<file path="config.mk">
export PLATFORM = sky130hd
export DESIGN_NAME = nibble_sub_seq
export DESIGN_NICKNAME = d
export VERILOG_FILES = /design/src/rtl/nibble_sub_seq.sv
export SDC_FILE = /design/constraint.sdc
export NUM_CORES = 1
export LEC_CHECK = 0
export CAP_MARGIN = 10
export CELL_PAD_IN_SITES_DETAIL_PLACEMENT = 1
export CELL_PAD_IN_SITES_GLOBAL_PLACEMENT = 1
export CORE_MARGIN = 3
export CORE_UTILIZATION = 40
export CTS_CLUSTER_SIZE = 10
export DETAILED_ROUTE_END_ITERATION = 10
export PLACE_DENSITY = 0.93
export SLEW_MARGIN = 10
export SYNTH_ARGS = -nofsm -noshare
export SYNTH_HDL_FRONTEND = slang
export SYNTH_SLANG_ARGS = --single-unit
</file>
<file path="constraint.sdc">
create_clock -name clk -period 4.89 [get_ports clk]
set_input_delay 0.978 -clock clk [delete_from_list [all_inputs] [get_ports clk]]
set_output_delay 0.978 -clock clk [all_outputs]
set_load 0.005 [all_outputs]
</file>
<file path="src/rtl/nibble_sub_seq.sv">
// nibble_sub_seq: multi-nibble sequential subtractor.
//   Computes in_data1 - in_data2 over W = 4*NIBBLES bit operands, one nibble
//   per clock, least significant nibble first. The borrow is held in a flop
//   between nibbles.
//   Handshake: start is accepted in IDLE. busy is high during RUN. done pulses
//   for one cycle when the result is valid.
// Ports:
//   clk, rst             clock; synchronous active-high reset
//   start                operation request, sampled only in IDLE
//   in_data1, in_data2   minuend / subtrahend, latched on the accept edge
//   busy, done           status; done is a one-cycle pulse
//   out_data             difference, held until the next accepted start
//   bw                   borrow out of the MSB nibble (in_data1 < in_data2)
//   zero                 out_data == 0
// Optional build macro NIBBLE_SUB_SAT_EN: the result saturates at zero when
//   the final borrow is set. bw is still reported as 1.
module nibble_sub_seq #(
    parameter int NIBBLES = 4
) (
    input  logic                   clk,
    input  logic                   rst,
    input  logic                   start,
    input  logic [4*NIBBLES-1:0]   in_data1,
    input  logic [4*NIBBLES-1:0]   in_data2,
    output logic                   busy,
    output logic                   done,
    output logic [4*NIBBLES-1:0]   out_data,
    output logic                   bw,
    output logic                   zero
);
    localparam int W     = 4 * NIBBLES;
    localparam int IDX_W = (NIBBLES > 1) ? $clog2(NIBBLES) : 1;

    typedef enum logic [1:0] {IDLE, RUN, DONE} state_t;

    state_t           state;
    logic [W-1:0]     a_reg, b_reg;
    logic [IDX_W-1:0] idx;
    logic             borrow;

    logic [3:0]       a_nib, b_nib;
    logic [4:0]       diff;
    logic [W-1:0]     res_next;
    logic             last;

    // Current nibble slice and its 5-bit difference; bit 4 is the borrow out.
    // res_next is out_data with nibble idx replaced by the new digit.
    always_comb begin
        a_nib    = 4'(a_reg >> {idx, 2'b00});
        b_nib    = 4'(b_reg >> {idx, 2'b00});
        diff     = {1'b0, a_nib} - {1'b0, b_nib} - {4'b0, borrow};
        res_next = (out_data & ~(W'(4'hF) << {idx, 2'b00}))
                 | (W'(diff[3:0]) << {idx, 2'b00});
        last     = (idx == IDX_W'(NIBBLES - 1));
    end

    always_ff @(posedge clk) begin
        if (rst) begin
            state    <= IDLE;
            a_reg    <= '0;
            b_reg    <= '0;
            idx      <= '0;
            borrow   <= 1'b0;
            busy     <= 1'b0;
            done     <= 1'b0;
            out_data <= '0;
            bw       <= 1'b0;
            zero     <= 1'b0;
        end else begin
            case (state)
                IDLE: begin
                    if (start) begin
                        a_reg  <= in_data1;
                        b_reg  <= in_data2;
                        idx    <= '0;
                        borrow <= 1'b0;
                        busy   <= 1'b1;
                        state  <= RUN;
                    end
                end
                RUN: begin
                    borrow <= diff[4];
                    idx    <= idx + IDX_W'(1);
                    if (last) begin
                        busy  <= 1'b0;
                        done  <= 1'b1;
                        bw    <= diff[4];
                        state <= DONE;
`ifdef NIBBLE_SUB_SAT_EN
                        // A final borrow means the true difference is negative.
                        if (diff[4]) begin
                            out_data <= '0;
                            zero     <= 1'b1;
                        end else begin
                            out_data <= res_next;
                            zero     <= (res_next == '0);
                        end
`else
                        out_data <= res_next;
                        zero     <= (res_next == '0);
`endif
                    end else begin
                        out_data <= res_next;
                    end
                end
                DONE: begin
                    done  <= 1'b0;
                    state <= IDLE;
                end
                default: state <= IDLE;
            endcase
        end
    end
endmodule

</file>
==> out/qor.csv <==
stage;metric;value;unit
detailed_routing;via count of the routed design;2158;
clock_network;CTS clk-pin slew, worst paths;0.07;ns
critical_path;Crit Path Max Fanout;15;
finish;Design Area, Final;0.00317;mm2
floorplanning;Initial Utilization;42.6;%
logic_synthesis;Post-synth EDFFs;0;
floorplanning;Die X;83.7;um
clock_network;# Post-CTS Setup Buffers;0;
min_path;Hold Path Class;flip-flop to flip-flop;
critical_path;arrival time at the worst endpoint;3.76;ns
global_route;largest net degree at the start of global routing;58;
placement;post-DP HPWL;4460;um
critical_path;worst-path cell chain;mux4_2 > fa_1 > fa_1 > xor2_1 > nor3_1 > o21ai_0 > or4_1 > a21oi_1;
sta;Slew Limit Fails;0;
power_and_ir_drop;static leakage power;0.00116;uW
detailed_routing;drt via density;5.34;
clock_network;total CTS buffers;9;
floorplanning;# rows;27;
global_route;grt ovf;0;
critical_path;Crit. End Element;flip-flop;
logic_synthesis;synthesized area per cell;8.72;um2
sta;final-report setup violation count;0;
floorplanning;# IOs;55;
clock_network;TritonCTS clock tree;yes;
placement;dpl cell area;0.00299;mm2
logic_synthesis;post-synthesis cell area;0.00242;mm2
global_route;first-pass GRT wire length;10800;um
detailed_routing;antenna-violating nets left;0;
clock_network;htree depth;3;
logic_synthesis;post-synthesis register bit count;57;
placement;RD Place Congestion;0.870;
finish;ant diodes;0;
critical_path;Buffers & Inverters on Critical Path;0;
critical_path;CP required;5.15;ns
sta;fin crit share;71.7;%
sta;final setup skew;0.00627;ns
sta;unrepaired setup endpoints after global routing;no;
detailed_routing;DRC errors left;0;
floorplanning;full die area;0.00701;mm2
sta;final hold violations;0;
logic_synthesis;warnings from Yosys;0;
detailed_routing;first-iteration detailed-routing DRC count;108;
finish;fillers;669;
logic_synthesis;syn nets;322;
detailed_routing;final WL;6400;um
detailed_routing;WL/cell;15.8;um
critical_path;Reg2Reg Setup Slack;1.38;ns
finish;final non-filler cell total;404;
placement;placed cell count;388;
min_path;Worst Min Path Start;a_reg[6];
critical_path;Critical R2R Capture;zero;
critical_path;worst stage delay on the critical path;0.83;ns
min_path;worst hold endpoint;a_reg[6];
critical_path;Setup Crit Path Kind;flip-flop to flip-flop;
finish;Area Overhead vs Synth;31.1;%
logic_synthesis;synth unique cells;26;
power_and_ir_drop;P per Cell Area;339;mW/mm2
detailed_routing;TritonRoute pass-1 iters;4;
critical_path;highest-delay cell along the critical path;dfxtp_1;
finish;share of cells above drive strength 1;7.83;%
clock_network;root buffer cell;clkbuf_8;
sta;Least-Margin Pin Slew;1.02;ns
critical_path;r2r startpoint;idx[0];
logic_synthesis;sequential cell area fraction in the yosys report;47.2;%
critical_path;Worst Setup Start Kind;flip-flop;
run_status;status;finished, final reports clean;
placement;count of input and output buffers;54;
global_route;vias in the first global route;2343;
critical_path;Most common cell on crit path;fa_1;
sta;final setup TNS;0;ns
sta;fmax;285;MHz
critical_path;reg2reg path depth;8;
clock_network;post-cts resize count;0;
logic_synthesis;predominant post-synthesis flop cell;dfxtp_1;
sta;Slew HR;32.1;%
global_route;gr usage total;19.2;%
min_path;hold path depth;2;
logic_synthesis;Synth async-reset ratio;0;%
clock_network;Worst-Skew Late Latency;0.34;ns
sta;Final min period;3.51;ns
logic_synthesis;Synth Instances;277;
job;max-cap check violation count;0;
global_route;initial antenna violation count;0;
finish;Final nets;372;
critical_path;Top Family by Delay on Critical Path;adder cells;
clock_network;Sink Count;57;
floorplanning;Die H;83.7;um
clock_network;clk buf depth;2;
power_and_ir_drop;Max VDD drop;0.298;mV
clock_network;hold buffers post-CTS;0;
floorplanning;core area;0.00568;mm2
layout by cell type, fill, tap and decap left out, drive strengths merged:
master | synthesis | layout
nor4 | 3 | 3
or4 | 1 | 1
nor2 | 22 | 22
nor2b | 3 | 3
inv | 9 | 9
clkdlybuf4s50 | 0 | 53
or3b | 1 | 1
clkbuf | 13 | 13
buf | 3 | 2
xnor2 | 1 | 1
nand2 | 71 | 71
mux4 | 8 | 8
o22ai | 1 | 1
nor3b | 1 | 1
a22oi | 16 | 16
nand2b | 4 | 4
dfxtp | 57 | 57
a32oi | 2 | 2
nor3 | 6 | 6
a21oi | 39 | 39
ha | 8 | 8
o21bai | 1 | 1
clkinv | 0 | 3
o21ai | 3 | 3
xor2 | 2 | 2
fa | 2 | 2
metrics by stage:
stage / hold slack, ns / util [%] / total power (uW) / setup WS, ns
2_1_floorplan: 0.432 / - / 618 / 1.66
5_1_grt: 0.480 / 55.8 / 1130 / 1.17
3_3_place_gp: 0.440 / 52.8 / 680 / 1.59
6_report: 0.455 / 55.8 / 1070 / 1.38
3_5_place_dp: 0.450 / 52.8 / 690 / 1.44
4_1_cts: 0.458 / 55.8 / 1080 / 1.35
per-layer routing:
metal	share of wire (%)	up-vias	GRT usage (%)
met3	4.6	15	6.22
li1	-	1047	-
met1	42	1041	20.7
met4	2.1	0	8.33
met5	0	-	0
met2	52	55	34.0
how the worst max path moves through the flow:
stage                       from  endpoint  slack (ns)  depth (start not counted)
final                     idx[0]      zero        1.38                          8
after global routing      idx[0]      zero        1.17                          8
after floorplan           idx[0]      zero        1.66                          9
after CTS                 idx[0]      zero        1.35                          8
after detailed placement  idx[0]      zero        1.44                          8
after global placement    idx[0]      zero        1.59                          8
worst register-to-register path, cell delays in order (launching register included):
cell and delay [ns]:
dfxtp_1 0.83, mux4_2 0.62, fa_1 0.43, fa_1 0.44, xor2_1 0.22, nor3_1 0.19, o21ai_0 0.11, or4_1 0.41
a21oi_1 0.16
logic make-up (layout without fill, tap and decap cells):
kind of cell / count (synthesis) / count (layout) / synth area share (%)
flops: 57 / 57 / 47.2
simple gates: 112 / 112 / 19.3
buf+inv: 25 / 80 / 3.88
compound gates: 62 / 62 / 15.1
mux: 8 / 8 / 7.61
xor+xnor: 3 / 3 / 1.09
fa+ha+maj: 10 / 10 / 5.80
Yosys cell counts (2+ instances only):
cell / instances / area (um2)
a21oi_1: 38 / 190
a22oi_1: 16 / 120
a32oi_1: 2 / 17.5
buf_1: 3 / 11.3
clkbuf_1: 13 / 48.8
dfxtp_1: 57 / 1140
fa_1: 2 / 40.0
ha_1: 8 / 100
inv_1: 9 / 33.8
mux4_2: 7 / 158
nand2_1: 71 / 267
nand2b_1: 4 / 25.0
nor2_1: 22 / 82.6
nor2b_1: 3 / 18.8
nor3_1: 6 / 30.0
nor4_1: 3 / 18.8
o21ai_0: 3 / 15.0
xor2_1: 2 / 17.5
report_power, final:
part / switching [uW] / internal (uW) / total [uW]
clock network: 180 / 209 / 389
logic: 93.3 / 83.3 / 177
registers: 19.4 / 488 / 507
total: 293 / 780 / 1070
layout make-up:
| cell class | instances | area (um2) | area share (%) |
|---|---|---|---|
| clock buffers | 13 | 159 | 5.02 |
| clock inverters | 3 | 15.0 | 0.474 |
| inverters | 9 | 33.8 | 1.07 |
| multi-input cells | 195 | 1190 | 37.4 |
| flip-flops and latches | 57 | 1140 | 36.0 |
| well taps | 72 | 90.1 | 2.84 |
| repair buffers | 55 | 543 | 17.1 |
No activity file was read; power rests on OpenSTA's default activity.
==> RTL change: new RTL, config.mk and constraints unchanged <==
Change the parameter `NIBBLES` from 4 to 8. Comments in the files are not updated.
--- a/src/rtl/nibble_sub_seq.sv
+++ b/src/rtl/nibble_sub_seq.sv
@@ -17,3 +17,3 @@
 module nibble_sub_seq #(
-    parameter int NIBBLES = 4
+    parameter int NIBBLES = 8
 ) (
Ports: changed (resized in_data1, in_data2 and out_data); port bits go from 55 to 103. The function was not compared with the original's and may differ.
==> RTL change against the original RTL <==
- non-clock buffer count rose by 56
- sequential cell count up 49
- sequential share of layout area down 2.0 points
- count of clock-buffer cells in the layout fell by 3
- via count rose by 110%
- critical path type unchanged
- critical path depth grew 2
- wire length up 150%
- final area grew 97%
- power increased by 87%
- first-iteration DRC count grew to 2.9 times the old value
- area after synthesis up 100%
- worst setup slack lost 0.33 ns
- maximum frequency down 8.6%
==> RTL change: results <==
metrics = {
    "outcome": {
        "status": "completed",
    },
    "placed_design": {
        "portBuffers": 102,
        "gp_congestion": 0.8448,
        "dp_hpwl_um": 11170,
        "dp_cells": 795,
        "placed_area_um2": 5966,
    },
    "layout": {
        "drive_above_1_share_pct": 7.335,
        "fillCellCount": 1359,
        "final_nets": 742,
    },
    "critical_path": {
        "r2r_cells": 10,
        "cp.arrival_ns": 4.14,
        "r2r_slack_ns": 1.06,
    },
    "sta": {
        "timing.final.crit_share_pct": 78.42,
        "worst_slew_pin_slew_ns": 0.7700,
        "skew_ns": 0.007323,
    },
    "route": {
        "routedWlPerCell_um": 19.33,
        "drt-total-wl_um": 15680,
    },
    "global_route": {
        "grt_pass1_vias": 4827,
        "grt_pass1_wl_um": 24890,
        "track_usage_pct": 23.49,
        "grt_start_max_net_pins": 65,
    },
    "synth": {
        "syn_area_per_cell_um2": 8.331,
        "synthAdderAreaFrac_pct": 3.389,
        "synthTopCellsByArea": "dfxtp_1 44%, nand2_1 12%, a21oi_1 8.4%",
        "ys_types": 43,
        "synth-compound-area-share_pct": 18.25,
        "yosysSeqAreaShare_pct": 43.54,
        "ys_top_cells_by_count": "157 x nand2_1, 106 x dfxtp_1, 82 x a21oi_1",
    },
    "power_and_ir_drop": {
        "ir_worst_vdd_mv": 0.2415,
        "p_int_mw": 1.427,
        "p_leak_nw": 2.248,
    },
    "clock_network": {
        "clock-root-buffer": "clkbuf_16",
    },
}
==> RTL change: changes by cell type in the layout (fill, tap and decap cells not counted), sizes merged, moves of 8 or more <==
cell	delta
a211oi	+11
a21oi	+43
buf	+8
clkdlybuf4s50	+48
dfxtp	+49
mux4	+8
nand2	+86
nor2	+20
nor2b	+8
o21ai	+16
==> RTL change: kinds of logic (layout without fill, tap and decap cells) <==
logic type,count (synthesis),after routing
AND/OR/NAND/NOR,245,245
AO/OA/AOI/OAI,145,145
flip-flops,106,106
buffers and inverters,54,137
multiplexers,20,20
adder cells (fa/ha/maj),12,12
XOR/XNOR,3,3
==> RTL change: layer usage <==
layer,vias to the layer above,global-route usage (%),share of wire (%)
met5,-,0,0
met3,46,3.886,5.0
met2,176,41.34,51
met1,2245,28.27,41
met4,0,10.05,3.3
li1,2171,-,-
==> RTL change: critical path: stages (launching register included) <==
cell and delay (ns):
dfxtp_1 0.82, mux4_2 0.60, nand2_1 0.09, nand2_1 0.09, fa_1 0.45, fa_1 0.62
nor2_1 0.12, a22oi_1 0.27, o2111ai_1 0.16, nor4_1 0.35, a31o_2 0.20
==> RTL change: power by group through the flow <==
stage	combinational (mW)	sequential, mW	clock, mW
CTS	0.358	0.948	0.712
floorplan	0.214	0.949	0
global route	0.391	0.953	0.741
global placement	0.331	0.962	0
detailed placement	0.352	0.967	0
finish	0.360	0.948	0.697
==> RTL change: worst min path at each step <==
stage	startpoint	to	slack, ns	cells after the start
final	a_reg[12]	a_reg[12]	0.46	2
after CTS	b_reg[5]	b_reg[5]	0.46	2
after global routing	b_reg[28]	b_reg[28]	0.49	2
after floorplan	a_reg[10]	a_reg[10]	0.43	2
after detailed placement	b_reg[5]	b_reg[5]	0.45	2
after global placement	a_reg[0]	a_reg[0]	0.44	2
==> RTL change: cell type report <==
type                       instances  share of cell area (%)
clock buffer                      10                   3.667
clock inverter                     6                  0.8014
inverter                          10                  0.6011
multi-input combinational        425                   40.69
sequential                       106                   33.98
tap                              143                   2.865
timing repair buffer             111                   17.39
